$ cat config.mk
export PLATFORM = sky130hd
export DESIGN_NAME = dff_pipe_flat
export DESIGN_NICKNAME = d
export VERILOG_FILES = /design/src/rtl/dff_pipe_if.sv /design/src/rtl/dff_pipe.sv /design/src/flat_wrapper.sv
export SDC_FILE = /design/constraint.sdc
export NUM_CORES = 1
export LEC_CHECK = 0
export ABC_CLOCK_PERIOD_IN_PS = 2000
export BUFFER_PORTS_ARGS = -buffer_cell sky130_fd_sc_hd__buf_2
export CORE_MARGIN = 2
export CORE_UTILIZATION = 48
export DETAILED_ROUTE_END_ITERATION = 16
export HOLD_SLACK_MARGIN = 0.02
export PLACE_DENSITY = 0.72
export SLEW_MARGIN = 30
export SYNTH_ARGS = -nofsm -noshare
export SYNTH_HDL_FRONTEND = slang
export SYNTH_SLANG_ARGS = --single-unit
$ cat constraint.sdc
create_clock -name c -period 2 [get_ports c]
set_input_delay 0.3 -clock c [delete_from_list [all_inputs] [get_ports c]]
set_output_delay 0.3 -clock c [all_outputs]
set_load 0.1 [all_outputs]
$ cat src/rtl/dff_pipe_if.sv
// dff_pipe_if: producer/consumer handshake bundle for the dff_pipe register pipeline.
interface dff_pipe_if #(
  parameter int unsigned WIDTH = 8,
  parameter int unsigned DEPTH = 4
);
  localparam int unsigned CW = $clog2(DEPTH + 1);

  logic             in_valid;
  logic             in_ready;
  logic [WIDTH-1:0] d;
  logic             out_valid;
  logic             out_ready;
  logic [WIDTH-1:0] q;
  logic [CW-1:0]    count;

  // Pipeline side: takes producer data and consumer ready, drives the rest.
  modport slave (
    input  in_valid, d, out_ready,
    output in_ready, out_valid, q, count
  );

  // Environment side: producer and consumer combined.
  modport master (
    output in_valid, d, out_ready,
    input  in_ready, out_valid, q, count
  );
endinterface

$ cat src/rtl/dff_pipe.sv
// dff_pipe: DEPTH-stage WIDTH-bit delay line with per-stage valid bits,
// valid/ready flow control, bubble collapsing and an occupancy counter.
module dff_pipe #(
  parameter int unsigned           WIDTH     = 8,
  parameter int unsigned           DEPTH     = 4,
  parameter logic [WIDTH-1:0]      RESET_VAL = '0
) (
  input  logic         c,
  input  logic         rst,
  dff_pipe_if.slave    bus
);
  localparam int unsigned CW = $clog2(DEPTH + 1);

  logic [WIDTH-1:0] data [DEPTH];
  logic [DEPTH-1:0] v;
  logic [DEPTH-1:0] adv;
  logic             free0;
  logic             accept;
  logic             take;
  logic [CW-1:0]    count_q;

  // Ready chain from the output back to stage 0: a stage advances when it is
  // valid and the stage ahead is either empty or advancing itself.
  always_comb begin
    logic carry;
    adv   = '0;
    carry = bus.out_ready;
    for (int i = DEPTH - 1; i >= 0; i--) begin
      adv[i] = v[i] & carry;
      carry  = ~v[i] | adv[i];
    end
    free0 = carry;
  end

  assign bus.in_ready = ~rst & free0;
  assign accept       = bus.in_valid & bus.in_ready;
  assign take         = adv[DEPTH-1];

  // Stage data/valid registers; data only loads when an item arrives.
  always_ff @(posedge c) begin
    if (rst) begin
      v <= '0;
      for (int i = 0; i < DEPTH; i++) begin
        data[i] <= RESET_VAL;
      end
    end else begin
      if (accept) begin
        data[0] <= bus.d;
        v[0]    <= 1'b1;
      end else if (adv[0]) begin
        v[0] <= 1'b0;
      end
      for (int i = 1; i < DEPTH; i++) begin
        if (adv[i-1]) begin
          data[i] <= data[i-1];
          v[i]    <= 1'b1;
        end else if (adv[i]) begin
          v[i] <= 1'b0;
        end
      end
    end
  end

  // Occupancy counter tracking popcount(v) from accept/take events.
  always_ff @(posedge c) begin
    if (rst) begin
      count_q <= '0;
    end else if (accept && !take) begin
      count_q <= count_q + CW'(1);
    end else if (take && !accept) begin
      count_q <= count_q - CW'(1);
    end
  end

  assign bus.q         = data[DEPTH-1];
  assign bus.out_valid = v[DEPTH-1];
  assign bus.count     = count_q;
endmodule

$ cat src/flat_wrapper.sv
// flat-port wrapper written by rule: the top's interface ports become plain ports
module dff_pipe_flat 
#(
  parameter int unsigned           WIDTH     = 8,
  parameter int unsigned           DEPTH     = 4,
  parameter logic [WIDTH-1:0]      RESET_VAL = '0
)
  (c, rst, bus_in_valid, bus_d, bus_out_ready, bus_in_ready, bus_out_valid, bus_q, bus_count);
  dff_pipe_if #(.WIDTH(WIDTH), .DEPTH(DEPTH)) bus_i ();
  input  logic c;
  input  logic rst;
  input wire logic [$bits(bus_i.in_valid)-1:0] bus_in_valid;
  input wire logic [$bits(bus_i.d)-1:0] bus_d;
  input wire logic [$bits(bus_i.out_ready)-1:0] bus_out_ready;
  output wire logic [$bits(bus_i.in_ready)-1:0] bus_in_ready;
  output wire logic [$bits(bus_i.out_valid)-1:0] bus_out_valid;
  output wire logic [$bits(bus_i.q)-1:0] bus_q;
  output wire logic [$bits(bus_i.count)-1:0] bus_count;
  assign bus_i.in_valid = bus_in_valid;
  assign bus_i.d = bus_d;
  assign bus_i.out_ready = bus_out_ready;
  assign bus_in_ready = bus_i.in_ready;
  assign bus_out_valid = bus_i.out_valid;
  assign bus_q = bus_i.q;
  assign bus_count = bus_i.count;
  dff_pipe #(.WIDTH(WIDTH), .DEPTH(DEPTH), .RESET_VAL(RESET_VAL)) u_core (.c(c), .rst(rst), .bus(bus_i));
endmodule
==> results of run 1 <==
cells in the mapped netlist:
| master | instances | area share [%] |
|---|---|---|
| ha_1 | 1 | 0.79 |
| a21oi_1 | 2 | 0.63 |
| dfxtp_1 | 7 | 8.9 |
| nor3_2 | 2 | 1.3 |
| and2_1 | 25 | 9.9 |
| a21oi_4 | 1 | 1.0 |
| fa_1 | 1 | 1.3 |
| and4b_1 | 1 | 0.63 |
| buf_6 | 1 | 0.71 |
| o21bai_1 | 3 | 1.4 |
| nand2_1 | 2 | 0.48 |
| a21o_1 | 1 | 0.48 |
| and2b_4 | 1 | 0.63 |
| nor2_1 | 9 | 2.1 |
| and3b_2 | 1 | 0.63 |
| nor3_4 | 1 | 1.0 |
| buf_2 | 1 | 0.32 |
| mux2i_1 | 1 | 0.63 |
| inv_1 | 4 | 0.95 |
| or3_1 | 1 | 0.40 |
| and3_1 | 8 | 3.2 |
| xor2_1 | 2 | 1.1 |
| clkbuf_1 | 1 | 0.24 |
| o21ai_0 | 1 | 0.32 |
| edfxtp_1 | 32 | 61 |
through the flow:
stage / total power [µW] / std cells
CTS: 1570 / 191
detailed placement: 1190 / 183
finish: 1560 / 191
global route: 1640 / 191
global placement: 1180 / 183
floorplan: 1130 / 110
registers in the layout, indices dropped and copies added, names as in the netlist:
signal,flops
u_core.bus.count,3
u_core.v,4
u_core.data,32
area by class of cell:
cell class                 instances  area share [%]
clock inverter                     3            1.06
inverter                           4           0.794
timing repair buffer              32            10.3
sequential                        39            58.4
tap                               44            2.91
multi-input combinational         64            24.5
clock buffer                       5            1.98
power by group:
group          switching (µW)  leakage [µW]  internal, µW
clock                     260     0.0000272           134
combinational             163      0.000368          61.5
sequential               16.8      0.000397           926
total                     440      0.000792          1120
cells by family after synthesis:
kind of cell	after synthesis
adders and majority gates	2
xor gates and xnor gates	2
DFF	39
muxes	1
buffers and inverters	7
and+or+nand+nor	51
AOI/OAI and AO/OA	8
metal layers:
metal	GRT usage, %	share of wire [%]	wire length [µm]	vias to the layer above
met5	0	0	0	-
met4	5.47	1.3	27	0
met3	6.93	6.2	127	4
met2	26.0	56	1150	25
met1	13.0	37	757	417
li1	-	-	-	453
worst paths after layout:
kind | start | to
max reg2reg | u_core.v[3] | u_core.bus.count[2]
max | u_core.v[3] | u_core.bus.count[2]
min reg2reg | u_core.v[1] | u_core.v[2]
min | bus_d[6] | u_core.data[0][6]
==> out/qor.yml, run 1 <==
outcome:
  status: "finished with violations"
  violations: "negative setup slack"
yosys:
  ys_ff_latch: 39
  yosysSeqAreaShare_pct: 69.8
  yosys.area_share.adder_pct: 2.06
  synth_nets: 124
  postSynthCellCount: 110
  synth-xor-area-share_pct: 1.11
  avgSynthCellArea_um2: 14.3
  synth-simple-area-share_pct: 20.3
  netlist_area_um2: 1580
  synth_mux_area_share_pct: 0.634
  synth-compound-area-share_pct: 3.89
  synth_top_family_by_area: "simple AND/OR/NAND/NOR gates"
  synth-warning-count: 0
  yosysUniqueCellTypes: 25
sta:
  skew_ns: 0.00923
  hold_viol_final: 0
  slew_headroom_pct: 67.9
  period_minus_slack_ns: 2.04
  drv_slew: 0
  rsz0062_at_grt: "yes"
  fmax_ghz: 0.491
  fin_tns_setup_ns: -0.0387
  worst_pin_slew_ns: 0.485
  fin_crit_sh_pct: 102
  whs_ns: 0.248
  setup_violations: 1
  setup_slack_ns: -0.0387
critical_path:
  start_kind: "register"
  cp_cell_sequence: "and4b_2, a21oi_4, and2_4, ha_4, inv_2, fa_2, xor2_1, or3_1, a21oi_2"
  critPathMaxFanout: 5
  cpMaxStageDelayCell: "dfxtp_4"
  critPathBufInv: 1
  cpPeakStageDelay_ns: 0.37
  cp_top_family: "simple AND/OR/NAND/NOR gates"
  criticalPathCategory: "register to register"
  critPathRequiredTime_ns: 2.28
  reg2reg_depth: 9
  cp-end-kind: "register"
  r2r_setup_slack_ns: -0.04
  arrival_ns: 2.32
  worst-path-stages: 9
final_layout:
  regArea_um2: 1100
  finalInstanceArea_um2: 1890
  fillers: 241
  fin_util_pct: 61.5
  final_cell_mix: "edfxtp_1 (32), and2_1 (24), buf_2 (23)"
  nNetsFinal: 160
  multi_input_area_um2: 464
  drive_gt1_share_pct: 36.1
  n_antenna_cell: 0
  layout_commonest_cell: "edfxtp_1"
  area.growth.synth_to_final_pct: 19.9
global_routing:
  grt.total_usage_pct: 14.0
  grt_pass1_wl_mm: 3.62
  grt_max_degree: 15
  first_global_vias: 870
  overflow: 0
  antenna_found_initial: 0
die:
  coreArea_um2: 3080
  dieArea_um2: 3760
  die_y_um: 61.3
  initial_core_util_pct: 51.3
  die_x_um: 61.3
  rows: 20
  io-pin-count: 25
place:
  gp_congestion: 0.792
  placed_area_um2: 1830
  portBuffers: 24
  dp.final_hpwl_mm: 1.59
  place_ws_ns: -0.0816
drt:
  drtPass1Iterations: 2
  antenna_left: 0
  vias_per_cell: 4.71
  vias: 899
  wire_per_inst_um: 10.8
  drtIter0Drc: 22
  drc: 0
  wl_mm: 2.06
cts:
  cts_tree: "yes"
  cts.clk_slew.worst_paths_ns: 0.12
  htree_levels: 2
  hold_buffers: 0
  postCtsSetupBuffers: 0
  clock_path_buffers: 2
  clkLatencyLatePin_ns: 0.35
  cts-root-buf: "clkbuf_4"
  cts.sinks: 39
  postCtsResizedCells: 1
  numCtsBuffers: 5
pwr:
  p_leak_uw: 0.000792
  vdd_drop_max_uv: 517
  powerDensity_nw_per_um2: 825
flow_run:
  drv_cap: 0
hold_path:
  min_path_type: "input pin to register"
  min_path_cells: 2
No activity file was read; power rests on OpenSTA's default activity.
==> run 2, diff against run 1 <==
--- a/config.mk
+++ b/config.mk
@@ -5,11 +5,13 @@
 export SDC_FILE = /design/constraint.sdc
 export NUM_CORES = 1
 export LEC_CHECK = 0
+export ABC_AREA = 1
 export ABC_CLOCK_PERIOD_IN_PS = 2000
 export BUFFER_PORTS_ARGS = -buffer_cell sky130_fd_sc_hd__buf_2
 export CORE_MARGIN = 2
 export CORE_UTILIZATION = 48
 export DETAILED_ROUTE_END_ITERATION = 16
+export GPL_TIMING_DRIVEN = 0
 export HOLD_SLACK_MARGIN = 0.02
 export PLACE_DENSITY = 0.72
 export SLEW_MARGIN = 30
==> out/qor.yml, run 2 <==
pwr:
  powerDensity_nw_per_um2: 887  # was 825 nW/µm²
  vdd_drop_max_uv: 460  # was 517 µV
  p_leak_uw: 0.000848  # was 0.000792 µW
  power_uw: 1680  # was 1560 µW
yosys:
  synth_largest_area_cell: "edfxtp_1"  # unchanged
  ys_ff_latch: 39  # unchanged
  synth-warning-count: 0  # unchanged
  synth_top_area_share_pct: 59.8  # was 60.9%
  synthArstFlopShare_pct: 0  # unchanged
  netlist_area_um2: 1610  # was 1580 µm²
  yosysUniqueCellTypes: 17  # was 25
  synth_flop_cell: "edfxtp_1"  # unchanged
  synthTopCellsByArea: "edfxtp_1 (60%), inv_1 (9.8%), nor2_1 (9.1%)"  # was edfxtp_1 (61%), and2_1 (9.9%), dfxtp_1 (8.9%)
  synth_edf_count: 32  # unchanged
  yosysSeqAreaShare_pct: 68.5  # was 69.8%
  synthTopCellsByCount: "inv_1 (42), nor2_1 (39), edfxtp_1 (32)"  # was edfxtp_1 (32), and2_1 (25), nor2_1 (9)
  synth_nets: 163  # was 124
  synth.most_common_cell: "inv_1"  # was edfxtp_1
  avgSynthCellArea_um2: 10.8  # was 14.3 µm²
  postSynthCellCount: 149  # was 110
place:
  dp.final_hpwl_mm: 1.56  # was 1.59 mm
  dp.cells: 219  # was 183
  gp_congestion: 0.755  # was 0.792
  portBuffers: 24  # unchanged
  place_ws_ns: -0.0306  # was -0.0816 ns
flow_run:
  drv_cap: 0  # unchanged
sta:
  fin_crit_sh_pct: 94.6  # was 102%
  hold_viol_final: 0  # unchanged
  fmax_ghz: 0.529  # was 0.491 GHz
  whs_ns: 0.214  # was 0.248 ns
  setup_violations: 0  # was 1
  slew_headroom_pct: 57.8  # was 67.9%
  skew_ns: 0.00782  # was 0.00923 ns
  setup_slack_ns: 0.109  # was -0.0387 ns
  period_minus_slack_ns: 1.89  # was 2.04 ns
  worst_pin_slew_ns: 0.628  # was 0.485 ns
  drv_slew: 0  # unchanged
  rsz0062_at_grt: "no"  # was yes
drt:
  antenna_left: 0  # unchanged
  drtPass1Iterations: 4  # was 2
  drc: 0  # unchanged
  vias: 987  # was 899
  drtIter0Drc: 13  # was 22
  vias_per_cell: 4.33  # was 4.71
  wire_per_inst_um: 9.20  # was 10.8 µm
  wl_mm: 2.10  # was 2.06 mm
die:
  io-pin-count: 25  # unchanged
  die_x_um: 61.9  # was 61.3 µm
  rows: 21  # was 20
  die_y_um: 61.9  # was 61.3 µm
  coreArea_um2: 3280  # was 3080 µm²
  initial_core_util_pct: 49.0  # was 51.3%
  dieArea_um2: 3830  # was 3760 µm²
final_layout:
  area.growth.synth_to_final_pct: 17.5  # was 19.9%
  top_register: "u_core.data"  # unchanged
  fillers: 266  # was 241
  nNetsFinal: 195  # was 160
  drive_gt1_share_pct: 24.2  # was 36.1%
  finalNonFillerCells: 228  # was 191
  layout_commonest_cell: "inv_1"  # was edfxtp_1
  fin_util_pct: 57.5  # was 61.5%
  largest_register_ffs: 32  # unchanged
  final_cell_mix: "inv_1 (41), nor2_1 (38), edfxtp_1 (32)"  # was edfxtp_1 (32), and2_1 (24), buf_2 (23)
  n_antenna_cell: 0  # unchanged
global_routing:
  first_global_vias: 933  # was 870
  overflow: 0  # unchanged
  grt.total_usage_pct: 14.1  # was 14.0%
  antenna_found_initial: 0  # unchanged
  grt_pass1_wl_mm: 3.75  # was 3.62 mm
  grt_max_degree: 13  # was 15
cts:
  clock_path_buffers: 2  # unchanged
  cts-root-buf: "clkbuf_4"  # unchanged
  numCtsBuffers: 5  # unchanged
  cts_tree: "yes"  # unchanged
  clkLatencyLatePin_ns: 0.34  # was 0.35 ns
  htree_levels: 2  # unchanged
  cts.sinks: 39  # unchanged
  cts.clk_slew.worst_paths_ns: 0.11  # was 0.12 ns
critical_path:
  worstReg2RegStart: "u_core.v[3]"  # unchanged
  critPathMaxFanout: 5  # unchanged
  start_kind: "register"  # unchanged
  cp-startpoint: "u_core.v[3]"  # unchanged
  cp-end-kind: "register"  # unchanged
  arrival_ns: 2.13  # was 2.32 ns
  critPathRequiredTime_ns: 2.24  # was 2.28 ns
  criticalPathCategory: "register to register"  # unchanged
outcome:
  status: "complete, no violations"  # was finished with violations
hold_path:
  min_path_type: "input pin to register"  # unchanged
  min_from: "rst"  # was bus_d[6]
run 2: cell types whose count changed after synthesis, moves of 2 or more:
| cell | delta |
|---|---|
| a21oi_1 | +2 |
| and2_1 | -25 |
| and3_1 | -8 |
| inv_1 | +38 |
| nand2_1 | +8 |
| nand3_2 | +4 |
| nor2_1 | +30 |
| nor3_2 | -2 |
| o21bai_1 | -3 |
run 2: layout make-up:
type | instances | area, µm² | share of cell area [%]
clock inverter | 3 | 38.8 | 2.05
sequential | 39 | 1100 | 58.5
multi-input combinational | 67 | 359 | 19.0
clock buffer | 5 | 37.5 | 1.99
inverter | 43 | 164 | 8.68
tap | 46 | 57.6 | 3.05
timing repair buffer | 25 | 128 | 6.75
run 2: worst paths after layout:
check / end / cells past startpoint / slack [ns]
worst max-delay path: u_core.bus.count[1] / 10 / 0.11
worst min-delay path: u_core.v[3] / 2 / 0.21
worst max register to register: u_core.bus.count[1] / 10 / 0.11
worst min register to register: u_core.bus.count[2] / 4 / 0.54
run 2: cells by family after synthesis:
kind of cell | count (synthesis) | synth area share (%)
compound gates | 6 | 1.87
xor+xnor | 1 | 0.545
fa+ha+maj | 2 | 2.02
buf+inv | 43 | 10.2
flops | 39 | 68.5
simple gates | 58 | 16.9
run 2: power breakdown:
part | total, µW | leakage [µW] | internal [µW] | switching (µW)
sequential | 944 | 0.000395 | 926 | 18.8
combinational | 224 | 0.000410 | 44.3 | 179
clock | 507 | 0.0000426 | 257 | 250
total | 1680 | 0.000848 | 1230 | 448
run 2: through the flow:
step	setup TNS (ns)	cell area [µm²]
2_1_floorplan	0	1620
3_3_place_gp	0	1800
3_5_place_dp	-0.0306	1800
4_1_cts	0	1870
5_1_grt	0	1890
6_report	0	1890
run 2: layer usage:
metal	vias up	track usage (%)	part of all wire (%)
met5	-	0	0
li1	519	-	-
met3	2	6.83	5.9
met2	28	24.8	56
met4	0	5.47	0.81
met1	438	14.5	37
run 2: critical path, stage by stage (launching register included):
cell and delay (ns):
dfxtp_4 0.37, inv_2 0.04, nor2_4 0.15, nand4_4 0.13, nand3_4 0.11, inv_1 0.05, ha_1 0.20, inv_1 0.09
fa_1 0.42, o21ai_0 0.18, nor2_1 0.07
run 2: timing repair:
item                                    4_1_cts  5_1_grt
hold buffers                                  0        0
gates resized for setup                       0        1
buffers inserted                              0        1
endpoints found under the setup margin        0        2
